[src/rtl/pattern_player_pkg.sv]
// Shared types and default constants for the pattern player.
// Optional looping playback is enabled with the macro PATTERN_PLAYER_LOOP_EN.
package pattern_player_pkg;

    localparam int unsigned DEF_NUM_STEPS = 16;
    localparam int unsigned DEF_PAT_W     = 4;
    localparam int unsigned DEF_DWELL_W   = 16;

    typedef enum logic [1:0] {
        ST_IDLE = 2'd0,
        ST_PLAY = 2'd1,
        ST_DONE = 2'd2
    } state_t;

    // One step-table entry at the default widths.
    typedef struct packed {
        logic [DEF_PAT_W-1:0]   pat;
        logic [DEF_DWELL_W-1:0] dwell;
    } step_t;

endpackage

[src/rtl/pattern_player_table.sv]
// Step table: register array, one synchronous write port, one asynchronous
// read port, cleared to all zeros by reset.
module pattern_player_table
    import pattern_player_pkg::*;
#(
    parameter int unsigned NUM_STEPS = DEF_NUM_STEPS,
    parameter int unsigned PAT_W     = DEF_PAT_W,
    parameter int unsigned DWELL_W   = DEF_DWELL_W
) (
    input  logic                         clk,
    input  logic                         reset,
    input  logic                         wr_en_i,
    input  logic [$clog2(NUM_STEPS)-1:0] wr_addr_i,
    input  logic [PAT_W-1:0]             wr_pat_i,
    input  logic [DWELL_W-1:0]           wr_dwell_i,
    input  logic [$clog2(NUM_STEPS)-1:0] rd_addr_i,
    output logic [PAT_W-1:0]             rd_pat_o,
    output logic [DWELL_W-1:0]           rd_dwell_o
);

    localparam int unsigned AW = $clog2(NUM_STEPS);

    logic [PAT_W-1:0]   pat_q   [NUM_STEPS];
    logic [DWELL_W-1:0] dwell_q [NUM_STEPS];

    // Clear on reset; otherwise write the addressed entry when strobed.
    always_ff @(posedge clk or posedge reset) begin
        if (reset) begin
            for (int unsigned i = 0; i < NUM_STEPS; i++) begin
                pat_q[i]   <= '0;
                dwell_q[i] <= '0;
            end
        end else begin
            for (int unsigned i = 0; i < NUM_STEPS; i++) begin
                if (wr_en_i && (wr_addr_i == AW'(i))) begin
                    pat_q[i]   <= wr_pat_i;
                    dwell_q[i] <= wr_dwell_i;
                end
            end
        end
    end

    // Asynchronous read of the addressed entry.
    always_comb begin
        rd_pat_o   = pat_q[rd_addr_i];
        rd_dwell_o = dwell_q[rd_addr_i];
    end

endmodule

[src/rtl/pattern_player.sv]
// Pattern player: steps through a programmable table, holding each pattern
// for dwell+1 cycles, then pulses done. Defining PATTERN_PLAYER_LOOP_EN adds
// a loop input that makes playback wrap to step 0 until aborted.
module pattern_player
    import pattern_player_pkg::*;
#(
    parameter int unsigned NUM_STEPS = DEF_NUM_STEPS,
    parameter int unsigned PAT_W     = DEF_PAT_W,
    parameter int unsigned DWELL_W   = DEF_DWELL_W
) (
    input  logic                         clk,
    input  logic                         reset,
    input  logic                         wr_en,
    input  logic [$clog2(NUM_STEPS)-1:0] wr_addr,
    input  logic [PAT_W-1:0]             wr_pat,
    input  logic [DWELL_W-1:0]           wr_dwell,
    input  logic [$clog2(NUM_STEPS)-1:0] last_step,
    input  logic                         start,
    input  logic                         abort,
`ifdef PATTERN_PLAYER_LOOP_EN
    input  logic                         loop,
`endif
    output logic [PAT_W-1:0]             pat_out,
    output logic [$clog2(NUM_STEPS)-1:0] step_idx,
    output logic                         busy,
    output logic                         done
);

    localparam int unsigned AW = $clog2(NUM_STEPS);
    localparam logic [AW-1:0] LAST_MAX = AW'(NUM_STEPS - 1);

    state_t               state_q;
    logic [PAT_W-1:0]     pat_q;
    logic [AW-1:0]        step_q;
    logic                 busy_q;
    logic                 done_q;
    logic [DWELL_W-1:0]   cnt_q;
    logic [AW-1:0]        last_q;
    logic                 loop_q;

    logic [AW-1:0]        rd_addr_d;
    logic [AW-1:0]        last_eff_d;
    logic                 loop_sel_d;
    logic [PAT_W-1:0]     rd_pat;
    logic [DWELL_W-1:0]   rd_dwell;
    logic                 tbl_wr_en;

`ifdef PATTERN_PLAYER_LOOP_EN
    assign loop_sel_d = loop;
`else
    assign loop_sel_d = 1'b0;
`endif

    // Clamp only exists when the index width can encode out-of-range steps.
    if (NUM_STEPS == (1 << AW)) begin : g_no_clamp
        assign last_eff_d = last_step;
    end else begin : g_clamp
        assign last_eff_d = (last_step > LAST_MAX) ? LAST_MAX : last_step;
    end

    // Table writes are dropped while playback is in progress.
    assign tbl_wr_en = wr_en && !busy_q;

    // The single read port always points at the entry loaded on the next
    // transition: entry 0 from IDLE or after the final step (wrap), else the
    // following step.
    always_comb begin
        rd_addr_d = '0;
        if ((state_q == ST_PLAY) && (step_q != last_q)) begin
            rd_addr_d = step_q + 1'b1;
        end
    end

    pattern_player_table #(
        .NUM_STEPS (NUM_STEPS),
        .PAT_W     (PAT_W),
        .DWELL_W   (DWELL_W)
    ) u_table (
        .clk        (clk),
        .reset      (reset),
        .wr_en_i    (tbl_wr_en),
        .wr_addr_i  (wr_addr),
        .wr_pat_i   (wr_pat),
        .wr_dwell_i (wr_dwell),
        .rd_addr_i  (rd_addr_d),
        .rd_pat_o   (rd_pat),
        .rd_dwell_o (rd_dwell)
    );

    // Playback FSM with registered outputs; abort overrides everything.
    always_ff @(posedge clk or posedge reset) begin
        if (reset) begin
            state_q <= ST_IDLE;
            pat_q   <= '0;
            step_q  <= '0;
            busy_q  <= 1'b0;
            done_q  <= 1'b0;
            cnt_q   <= '0;
            last_q  <= '0;
            loop_q  <= 1'b0;
        end else if (abort) begin
            state_q <= ST_IDLE;
            pat_q   <= '0;
            step_q  <= '0;
            busy_q  <= 1'b0;
            done_q  <= 1'b0;
            cnt_q   <= '0;
        end else begin
            case (state_q)
                ST_IDLE: begin
                    done_q <= 1'b0;
                    if (start) begin
                        state_q <= ST_PLAY;
                        pat_q   <= rd_pat;
                        step_q  <= '0;
                        busy_q  <= 1'b1;
                        cnt_q   <= rd_dwell;
                        last_q  <= last_eff_d;
                        loop_q  <= loop_sel_d;
                    end
                end
                ST_PLAY: begin
                    if (cnt_q != '0) begin
                        cnt_q <= cnt_q - 1'b1;
                    end else if ((step_q != last_q) || loop_q) begin
                        step_q <= rd_addr_d;
                        pat_q  <= rd_pat;
                        cnt_q  <= rd_dwell;
                    end else begin
                        state_q <= ST_DONE;
                        pat_q   <= '0;
                        step_q  <= '0;
                        busy_q  <= 1'b0;
                        done_q  <= 1'b1;
                    end
                end
                ST_DONE: begin
                    state_q <= ST_IDLE;
                    done_q  <= 1'b0;
                end
                default: begin
                    state_q <= ST_IDLE;
                end
            endcase
        end
    end

    assign pat_out  = pat_q;
    assign step_idx = step_q;
    assign busy     = busy_q;
    assign done     = done_q;

endmodule

[config.mk]
export PLATFORM = sky130hd
export DESIGN_NAME = pattern_player
export DESIGN_NICKNAME = d
export VERILOG_FILES = /design/src/rtl/pattern_player_pkg.sv /design/src/rtl/pattern_player_table.sv /design/src/rtl/pattern_player.sv
export SDC_FILE = /design/constraint.sdc
export NUM_CORES = 1
export LEC_CHECK = 0
export ABC_AREA = 0
export CORE_UTILIZATION = 60
export DETAILED_ROUTE_END_ITERATION = 6
export MAX_ROUTING_LAYER = met4
export PLACE_DENSITY = 0.78
export SLEW_MARGIN = 40
export SYNTH_ARGS = -nofsm -noshare
export SYNTH_HDL_FRONTEND = slang
export SYNTH_SLANG_ARGS = --single-unit
[constraint.sdc]
create_clock -name clk -period 21.7 [get_ports clk]
set_clock_uncertainty 0.2 [all_clocks]
set_input_delay 4.34 -clock clk [delete_from_list [all_inputs] [get_ports clk]]
set_output_delay 4.34 -clock clk [all_outputs]
set_load 0.01 [all_outputs]
==> out/metrics.yaml <==
timing.final.crit_share_pct: 29.27
syn_area_um2: 16540
die_w_um: 168.1
ys.flop_type: "dfrtp_1"
pwr-share-clk_pct: 31.4
syn_area_per_cell_um2: 12.27
slowest_stage: "dfrtp_4"
grt_max_degree: 140
first_pass_iters: 5
numCtsBuffers: 37
max_slew.worst_pin.slew_ns: 0.7938
p_per_area_nw_per_um2: 107.0
pwr-share-comb_pct: 21.5
fin_area_um2: 18500
critical_path_class: "reg2out"
antenna_found_initial: 0
dp_hpwl_mm: 24.44
synth-edff-count: 0
report.final.slew_viol_count: 0
worstPathRequired_ns: 17.16
fin_util_pct: 68.44
final_common_cell: "dfrtp_1"
drive_gt1_share_pct: 32.54
dp_cells: 1657
endpoint_kind: "output port"
finalSetupViolCount: 0
slowest_delay_ns: 0.68
path_delay_family: "flip-flops"
hold_viol_final: 0
intPower_w: 0.001417
clk_latency_ns: 0.52
r2r-start: "step_idx[0]"
syn_inst: 1348
syn_nets: 1384
period_needed_ns: 6.352
ant_nets: 0
post_drt_wl_per_cell_um: 25.02
crit_fanout: 26
gp_congestion: 0.8814
rows: 60
viasPerCell: 6.683
start_util_pct: 61.21
hp-class: "reg2reg"
grt_remaining_overflow: 0
grt_pass1_vias: 11570
cp-start-kind: "register"
holdBufCountCts: 0
switching_share_pct: 28.43
worstHoldStart: "u_table.dwell_q[175]"
maxCapViolCount: 0
cts-root-buf: "clkbuf_16"
io_pins: 43
cts.sinks: 352
synth_seq_area_share_pct: 53.24
grt_use_total_pct: 32.25
core_area_um2: 27030
critPathBufInv: 1
leakagePower_nw: 7.876
cts_tree: "done"
hold_slack_ns: 0.3025
ctsResizeCount: 0
slew_headroom_pct: 47.08
fin_nets: 1391
synth_cell_types: 68
status: "finished, final reports clean"
fp.dieArea_um2: 28240
p_switching_w: 0.0005627
clk_pin_slew_ns: 0.06
drc: 0
htree_levels: 2
area_delta_synth_final_pct: 11.81
yosysWarnings: 0
rsz0062_at_grt: "false"
cp-startpoint: "step_idx[0]"
postSynth.asyncResetShare_pct: 100.0
path_cells: "clkdlybuf4s50_1"
cts_buffer_depth: 3
final_cells: 1721
fmax_mhz: 157.4
fin_setup_tns_ns: 0
die_h_um: 168.1
n_antenna_cell: 0
seqPwrFrac_pct: 47.1
drt_wl_total_mm: 43.06
final_cell_mix: "dfrtp_1 (351), mux2_2 (329), nand2_1 (132), mux2i_1 (58), clkdlybuf4s50_1 (42)"
cts_setup_buffers: 0
vias: 11500
drt_iter0_markers: 1100
ys_ff_latch: 352
port_buffers: 42
cp.arrival_ns: 1.81
ir_worst_vdd_uv: 56.41
place_area_um2: 17290
grt_pass1_wl_mm: 67.23
nFillCells: 1922
## synth_stat cells, types with 2 or more instances
cell type  count  area (µm²)
nor4b_1        2       17.52
and3_1         8       50.05
xor2_2         2       32.53
o21ai_1        5       25.02
nor2b_1        8       50.05
inv_1          5       18.77
o211ai_1       9       67.56
nand2b_1       2       12.51
buf_1         10       37.54
xor2_1         7       61.31
dfrtp_1      352        8808
a22oi_1        8       60.06
nand2_1      132       495.5
mux2_2       329        3705
a211oi_1      24       180.2
nor3_1        13       65.06
nor3b_1        3       22.52
mux2i_1       58       580.6
xnor2_1        3       26.28
nand3b_1       2       15.01
a31oi_1        8       50.05
o21ai_0       28       140.1
mux4_2         4       90.09
a21o_1         3       22.52
o41ai_2        2       32.53
nor4_1         4       25.02
clkbuf_1      69       259.0
o221ai_1       9       78.83
a311o_1        2       20.02
or2_2          2       12.51
nand4_1        6       37.54
o41a_1         3       33.78
a311oi_1      11       96.34
nand3_1       38       190.2
o31ai_1        8       60.06
nor2_1        39       146.4
a31o_1         2       17.52
ha_1           3       37.54
buf_4          2       15.01
o22ai_1        6       37.54
o41ai_1        2       17.52
a21oi_1       40       200.2
a221oi_1      27       236.5
buf_2         24       120.1
## metrics by stage
| stage | setup WS [ns] | power, W |
|---|---|---|
| after floorplan | 7.396 | 0.001240 |
| after global placement | 14.87 | 0.001330 |
| after detailed placement | 15.02 | 0.001359 |
| after CTS | 15.31 | 0.001980 |
| after global routing | 15.29 | 0.002069 |
| final | 15.35 | 0.001979 |
## routing by layer
layer,GRT usage [%],share of wire (%),vias to the layer above
met3,7.405,8.3,121
met4,11.62,3.7,0
met5,-,0,-
li1,-,-,4944
met2,48.26,45,484
met1,43.39,43,5952
## flip-flops by register name, indices dropped and copies added, names as in the netlist
register	cells
done	1
u_table.dwell_q	256
u_table.pat_q	64
busy	1
pat_out	4
state_q	2
step_idx	4
cnt_q	16
last_q	4
## worst paths after layout
| path | slack (ns) | cells past startpoint | endpoint |
|---|---|---|---|
| min reg2reg | 0.30 | 1 | u_table.dwell_q[175] |
| max reg2reg | 16.90 | 10 | cnt_q[8] |
| max | 15.35 | 1 | step_idx[0] |
| min | 0.30 | 1 | u_table.dwell_q[175] |
| max in group asynchronous | 15.86 | 3 | state_q[1] |
| min in group asynchronous | 4.16 | 2 | u_table.dwell_q[147] |
## area by class of cell
type	count	area (µm²)	area share (%)
Clock buffer	55	1116	6.034
Inverter	6	35.03	0.1894
Multi-Input combinational cell	884	7365	39.81
Timing Repair Buffer	74	669.4	3.619
Tap cell	341	426.7	2.307
Clock inverter	9	73.82	0.3991
Sequential cell	352	8812	47.64
## kinds of logic (layout without fill, tap and decap cells)
kind of cell	count (synthesis)	after routing	synth area share, %
buffers and inverters	112	144	2.814
AOI/OAI and AO/OA	210	210	9.197
xor gates and xnor gates	12	12	0.7261
and+or+nand+nor	268	268	7.344
adders and majority gates	3	3	0.2269
DFF	352	352	53.24
muxes	391	391	26.45
## power by group through the flow
stage                     registers (W)  logic [W]  clock network [W]
after floorplan                0.000908   0.000332                  0
after global placement         0.000926   0.000404                  0
after detailed placement       0.000938   0.000421                  0
after CTS                      0.000928   0.000425           0.000627
after global routing           0.000951   0.000464           0.000654
final                          0.000933   0.000426           0.000621
Power figures use the tool's default switching activity.
